[src/rtl/ram_arbiter_pkg.sv]
// Shared state encoding and default widths for the two-port RAM arbiter.
package ram_arbiter_pkg;

  localparam int unsigned DATA_WIDTH_DEF    = 8;
  localparam int unsigned ADDRESS_WIDTH_DEF = 8;

  typedef enum logic [1:0] {
    IDLE    = 2'd0,
    ACCESS  = 2'd1,
    CAPTURE = 2'd2
  } state_e;

endpackage

[src/rtl/ram_arbiter_rr_arbiter2.sv]
// Two-requester round-robin pick; the pointer remembers who was served last.
module rr_arbiter2 (
  input  logic clk,
  input  logic rst,
  input  logic i_req_a,
  input  logic i_req_b,
  input  logic i_update,
  output logic o_any_c,
  output logic o_pick_b_c
);

  logic r_last_b;

  assign o_any_c    = i_req_a | i_req_b;
  // B wins when alone, or on a tie when A was served last.
  assign o_pick_b_c = i_req_b & (~i_req_a | ~r_last_b);

  always_ff @(posedge clk) begin
    if (rst) begin
      r_last_b <= 1'b1;
    end else if (i_update && o_any_c) begin
      r_last_b <= o_pick_b_c;
    end
  end

endmodule

[src/rtl/ram_arbiter.sv]
// Arbitrates two requesters onto one single-port RAM: writes take 2 cycles,
// reads 3 cycles, with the read data handed back one cycle after capture.
module ram_arbiter
  import ram_arbiter_pkg::*;
#(
  parameter int unsigned DATA_WIDTH    = DATA_WIDTH_DEF,
  parameter int unsigned ADDRESS_WIDTH = ADDRESS_WIDTH_DEF
) (
  input  logic                     clk,
  input  logic                     rst,
  input  logic                     a_req,
  input  logic                     a_we,
  input  logic [ADDRESS_WIDTH-1:0] a_addr,
  input  logic [DATA_WIDTH-1:0]    a_wdata,
  output logic                     a_gnt,
  output logic                     a_rvalid,
  output logic [DATA_WIDTH-1:0]    a_rdata,
  input  logic                     b_req,
  input  logic                     b_we,
  input  logic [ADDRESS_WIDTH-1:0] b_addr,
  input  logic [DATA_WIDTH-1:0]    b_wdata,
  output logic                     b_gnt,
  output logic                     b_rvalid,
  output logic [DATA_WIDTH-1:0]    b_rdata,
  output logic                     ram_cs,
  output logic                     ram_we,
  output logic                     ram_oe,
  output logic [ADDRESS_WIDTH-1:0] ram_address,
  output logic [DATA_WIDTH-1:0]    ram_din,
  input  logic [DATA_WIDTH-1:0]    ram_dout
);

  state_e                   r_state;
  logic                     r_sel_b;
  logic                     r_we;
  logic [ADDRESS_WIDTH-1:0] r_addr;
  logic [DATA_WIDTH-1:0]    r_wdata;
  logic                     r_a_gnt;
  logic                     r_b_gnt;
  logic                     r_a_rvalid;
  logic                     r_b_rvalid;
  logic [DATA_WIDTH-1:0]    r_a_rdata;
  logic [DATA_WIDTH-1:0]    r_b_rdata;
  logic                     r_ram_cs;
  logic                     r_ram_we;
  logic                     r_ram_oe;
  logic [DATA_WIDTH-1:0]    r_cap_data;
  logic                     r_cap_vld;
  logic                     r_cap_b;

  logic                     w_any;
  logic                     w_pick_b;
  logic                     w_update;
  logic                     w_sel_we;
  logic [ADDRESS_WIDTH-1:0] w_sel_addr;
  logic [DATA_WIDTH-1:0]    w_sel_wdata;

  assign w_update    = (r_state == IDLE);
  assign w_sel_we    = w_pick_b ? b_we    : a_we;
  assign w_sel_addr  = w_pick_b ? b_addr  : a_addr;
  assign w_sel_wdata = w_pick_b ? b_wdata : a_wdata;

  rr_arbiter2 u_rr (
    .clk        (clk),
    .rst        (rst),
    .i_req_a    (a_req),
    .i_req_b    (b_req),
    .i_update   (w_update),
    .o_any_c    (w_any),
    .o_pick_b_c (w_pick_b)
  );

  // Control FSM; RAM strobes are registered so they line up with the ACCESS state.
  always_ff @(posedge clk) begin
    if (rst) begin
      r_state    <= IDLE;
      r_sel_b    <= 1'b0;
      r_we       <= 1'b0;
      r_addr     <= '0;
      r_wdata    <= '0;
      r_a_gnt    <= 1'b0;
      r_b_gnt    <= 1'b0;
      r_a_rvalid <= 1'b0;
      r_b_rvalid <= 1'b0;
      r_a_rdata  <= '0;
      r_b_rdata  <= '0;
      r_ram_cs   <= 1'b0;
      r_ram_we   <= 1'b0;
      r_ram_oe   <= 1'b0;
      r_cap_data <= '0;
      r_cap_vld  <= 1'b0;
      r_cap_b    <= 1'b0;
    end else begin
      r_a_gnt    <= 1'b0;
      r_b_gnt    <= 1'b0;
      r_a_rvalid <= 1'b0;
      r_b_rvalid <= 1'b0;
      r_ram_cs   <= 1'b0;
      r_ram_we   <= 1'b0;
      r_ram_oe   <= 1'b0;
      r_cap_vld  <= 1'b0;

      // Hand captured read data to its owner together with the rvalid pulse.
      if (r_cap_vld) begin
        if (r_cap_b) begin
          r_b_rdata  <= r_cap_data;
          r_b_rvalid <= 1'b1;
        end else begin
          r_a_rdata  <= r_cap_data;
          r_a_rvalid <= 1'b1;
        end
      end

      case (r_state)
        IDLE: begin
          if (w_any) begin
            r_state  <= ACCESS;
            r_sel_b  <= w_pick_b;
            r_we     <= w_sel_we;
            r_addr   <= w_sel_addr;
            r_wdata  <= w_sel_wdata;
            r_a_gnt  <= ~w_pick_b;
            r_b_gnt  <= w_pick_b;
            r_ram_cs <= 1'b1;
            r_ram_we <= w_sel_we;
            r_ram_oe <= ~w_sel_we;
          end
        end
        ACCESS: begin
          r_state <= r_we ? IDLE : CAPTURE;
        end
        CAPTURE: begin
          r_cap_data <= ram_dout;
          r_cap_vld  <= 1'b1;
          r_cap_b    <= r_sel_b;
          r_state    <= IDLE;
        end
        default: begin
          r_state <= IDLE;
        end
      endcase
    end
  end

  assign a_gnt       = r_a_gnt;
  assign b_gnt       = r_b_gnt;
  assign a_rvalid    = r_a_rvalid;
  assign b_rvalid    = r_b_rvalid;
  assign a_rdata     = r_a_rdata;
  assign b_rdata     = r_b_rdata;
  assign ram_cs      = r_ram_cs;
  assign ram_we      = r_ram_we;
  assign ram_oe      = r_ram_oe;
  assign ram_address = r_addr;
  assign ram_din     = r_wdata;

endmodule
[config.mk]
export PLATFORM = sky130hd
export DESIGN_NAME = ram_arbiter
export DESIGN_NICKNAME = d
export VERILOG_FILES = /design/src/rtl/ram_arbiter_pkg.sv /design/src/rtl/ram_arbiter_rr_arbiter2.sv /design/src/rtl/ram_arbiter.sv
export SDC_FILE = /design/constraint.sdc
export NUM_CORES = 1
export LEC_CHECK = 0
export BUFFER_PORTS_ARGS = -buffer_cell sky130_fd_sc_hd__buf_2
export CAP_MARGIN = 20
export CORE_ASPECT_RATIO = 0.75
export CORE_MARGIN = 2
export CORE_UTILIZATION = 30
export DETAILED_ROUTE_END_ITERATION = 6
export SYNTH_ARGS = -nofsm -noshare
export SYNTH_HDL_FRONTEND = slang
export SYNTH_HIERARCHICAL = 1
export SYNTH_SLANG_ARGS = --single-unit
[constraint.sdc]
create_clock -name clk -period 2.2 [get_ports clk]
set_input_delay 0.22 -clock clk [delete_from_list [all_inputs] [get_ports clk]]
set_output_delay 0.22 -clock clk [all_outputs]
set_load 0.05 [all_outputs]
==> flow_summary.yaml <==
outcome:
  outcome: "complete, no violations"
floorplan:
  io_pins: 85
  core_sq_um: 6380
  std_cell_rows: 25
  die_width_um: 98.2
  start_util_pct: 31.3
  fp.dieH_um: 74.6
  dieArea_sq_um: 7330
finish:
  finish.utilization_pct: 40.3
  drive_gt1_share_pct: 33.3
  area_growth_pct: 28.9
  layout.nets: 345
  diodes: 0
  multi_input_area_sq_um: 841
  layout.cells.non_filler: 381
  final-seq-area_sq_um: 1080
  fillerInstances: 696
timing:
  hold_violations: 0
  holdWs_ns: 0.150
  period_minus_slack_ns: 1.43
  slew_headroom_pct: 56.5
  min_period_over_period_pct: 65.0
  slew_violations: 0
  fmax_ghz: 0.700
  tightest_slew_ns: 0.652
  final.setup.tns_ns: 0
  fin_ws_ns: 0.771
  rsz0062_at_grt: "no"
  skew_ns: 0.00867
  setup_viol: 0
grt:
  grt_pass1_vias: 1576
  overflow: 0
  grt_usage_pct: 12.5
  grt_max_degree: 33
  grt_pass1_wl_um: 7220
  grt_antenna_before_repair: 0
cts:
  clock_path_buffers: 2
  postCtsSetupBuffers: 0
  cts-htree-levels: 2
  clk_latency_ns: 0.30
  cts_resized: 0
  clkTransAtPathRegs_ns: 0.10
  cts-root-buf: "clkbuf_8"
  cts.sinks: 54
  cts_hold_buf: 0
  cts_tree: "built"
  cts_buffers: 5
worst_setup_path:
  cp_max_fo: 32
  crit_type: "reg2reg"
  cp_data_arrival_time_ns: 1.65
  worst_setup_path_end_kind: "flop"
  critPathLaunchType: "flop"
  r2r-start: "r_state[1]"
  r2r_slack_ns: 0.77
  r2r-end: "ram_din[3]"
  required_ns: 2.42
  startpoint: "r_state[1]"
  r2r_cells: 4
detailed_routing:
  vias: 1727
  drtAntennaViolNets: 0
  firstDrtPassIters: 4
  drt-vias-per-instance: 4.53
  avgRoutedWirePerCell_um: 12.0
  finalWirelength_um: 4570
  route.detailed.drc: 0
  drtIter0Drc: 68
logic_synthesis:
  synth-xor-area-share_pct: 0
  yosys.cell_count.top_type: "dfxtp_1"
  muxShareOfSynthArea_pct: 9.03
  synth_area_sq_um: 2000
  yosysUniqueCellTypes: 22
  synth_seq_cells: 54
  yosysSeqAreaShare_pct: 54.2
  synth_common_cells: "54 x dfxtp_1, 43 x nand2_1, 26 x a21oi_1"
  synth.largest_area_cell: "dfxtp_1"
  synth_top_family_by_area: "simple AND/OR/NAND/NOR gates"
  synth_compound_area_share_pct: 14.1
  async_flop_share_pct: 0
  synthTopCellsByArea: "dfxtp_1 54%, mux2i_1 9.0%, nand2_1 8.1%"
  synth-simple-area-share_pct: 18.8
  synth_nets: 267
  synth-edff-count: 0
  postSynthAreaPerCell_sq_um: 9.03
  synth_top_area_share_pct: 54.2
  synth_cells: 221
  synthFlopType: "dfxtp_1"
  ys_warn_count: 6
  synth_adder_area_share_pct: 0
hold_path:
  whs_path_depth: 3
  hold_start: "ram_dout[1]"
  min_to: "r_cap_data[1]"
  min_path_type: "in2reg"
placed_design:
  dp.final_hpwl_um: 3410
  dp_cells: 373
  port_buffers: 84
  place_ws_ns: 0.727
  gp_congestion: 0.714
power:
  power_per_cell_area_nw_per_um2: 799
  power.leakage_nw: 1.14
  ir_worst_vdd_mv: 0.284
flow_run:
  maxCapViolCount: 0
## metrics by stage
| stage | area, sq um | power [mW] |
|---|---|---|
| global placement | 2470 | 1.49 |
| finish | 2570 | 2.05 |
| global route | 2570 | 2.15 |
| floorplan | 2000 | 1.38 |
| detailed placement | 2470 | 1.49 |
| CTS | 2570 | 2.08 |
## placed cells by master (no fill, tap or decap)
cell type / Yosys / final
or2_2: 1 / 1
nor4b_1: 1 / 1
clkbuf_8: 0 / 6
nand2_1: 43 / 43
a211oi_2: 1 / 1
nor2b_1: 2 / 2
mux2i_1: 18 / 18
buf_2: 2 / 84
a211oi_1: 16 / 16
inv_1: 2 / 2
buf_4: 2 / 3
clkinvlp_4: 0 / 1
nor3b_4: 1 / 1
inv_6: 0 / 1
nor2_1: 24 / 24
a21boi_2: 0 / 1
a21oi_1: 26 / 26
and2_1: 2 / 2
nand2b_1: 3 / 3
o21bai_2: 1 / 1
nand3_1: 8 / 8
dfxtp_1: 54 / 54
and3_1: 1 / 1
## cell type report
type | instances | area share, %
sequential | 54 | 42.0
tap | 81 | 3.94
clock inverter | 2 | 0.632
multi-input combinational | 149 | 32.7
timing repair buffer | 87 | 17.2
clock buffer | 6 | 3.21
inverter | 2 | 0.292
## power by group
part	total [mW]	internal (mW)	switching, mW
clock network	0.588	0.260	0.328
logic	0.401	0.124	0.277
registers	1.07	1.03	0.0317
## worst max-delay path by stage
stage	to	slack, ns	cells after the start
6_report	ram_din[3]	0.77	4
3_3_place_gp	ram_din[0]	0.78	6
2_1_floorplan	ram_address[2]	0.90	4
5_1_grt	ram_address[5]	0.66	4
4_1_cts	ram_din[0]	0.77	4
3_5_place_dp	ram_din[0]	0.73	6
## sequential cells by signal (all words and copies together) (netlist names)
name	flops
a_rdata	8
b_rdata	8
r_cap_data	8
ram_address	8
ram_din	8
r_state	2
a_gnt	1
a_rvalid	1
b_gnt	1
b_rvalid	1
r_cap_b	1
r_cap_vld	1
r_sel_b	1
r_we	1
ram_cs	1
ram_oe	1
ram_we	1
u_rr/r_last_b	1
## layer usage
layer	wire length [um]	up-vias	share of wire, %	track usage (%)
li1	-	903	-	-
met5	0	-	0	0
met3	293	10	6.4	4.09
met1	2150	765	47	16.0
met2	2060	49	45	20.2
met4	65	0	1.4	4.57
## critical path, cell delays in order, from the launching register on
cell	delay [ns]
dfxtp_1	0.38
nor3b_4	0.31
buf_4	0.36
nor2_1	0.07
a211oi_1	0.22
## cells by family (layout without fill, tap and decap cells)
kind of cell | Yosys count | after routing
flops | 54 | 54
mux | 18 | 18
buf+inv | 18 | 97
compound gates | 45 | 45
simple gates | 86 | 86
No activity file was read; power rests on OpenSTA's default activity.
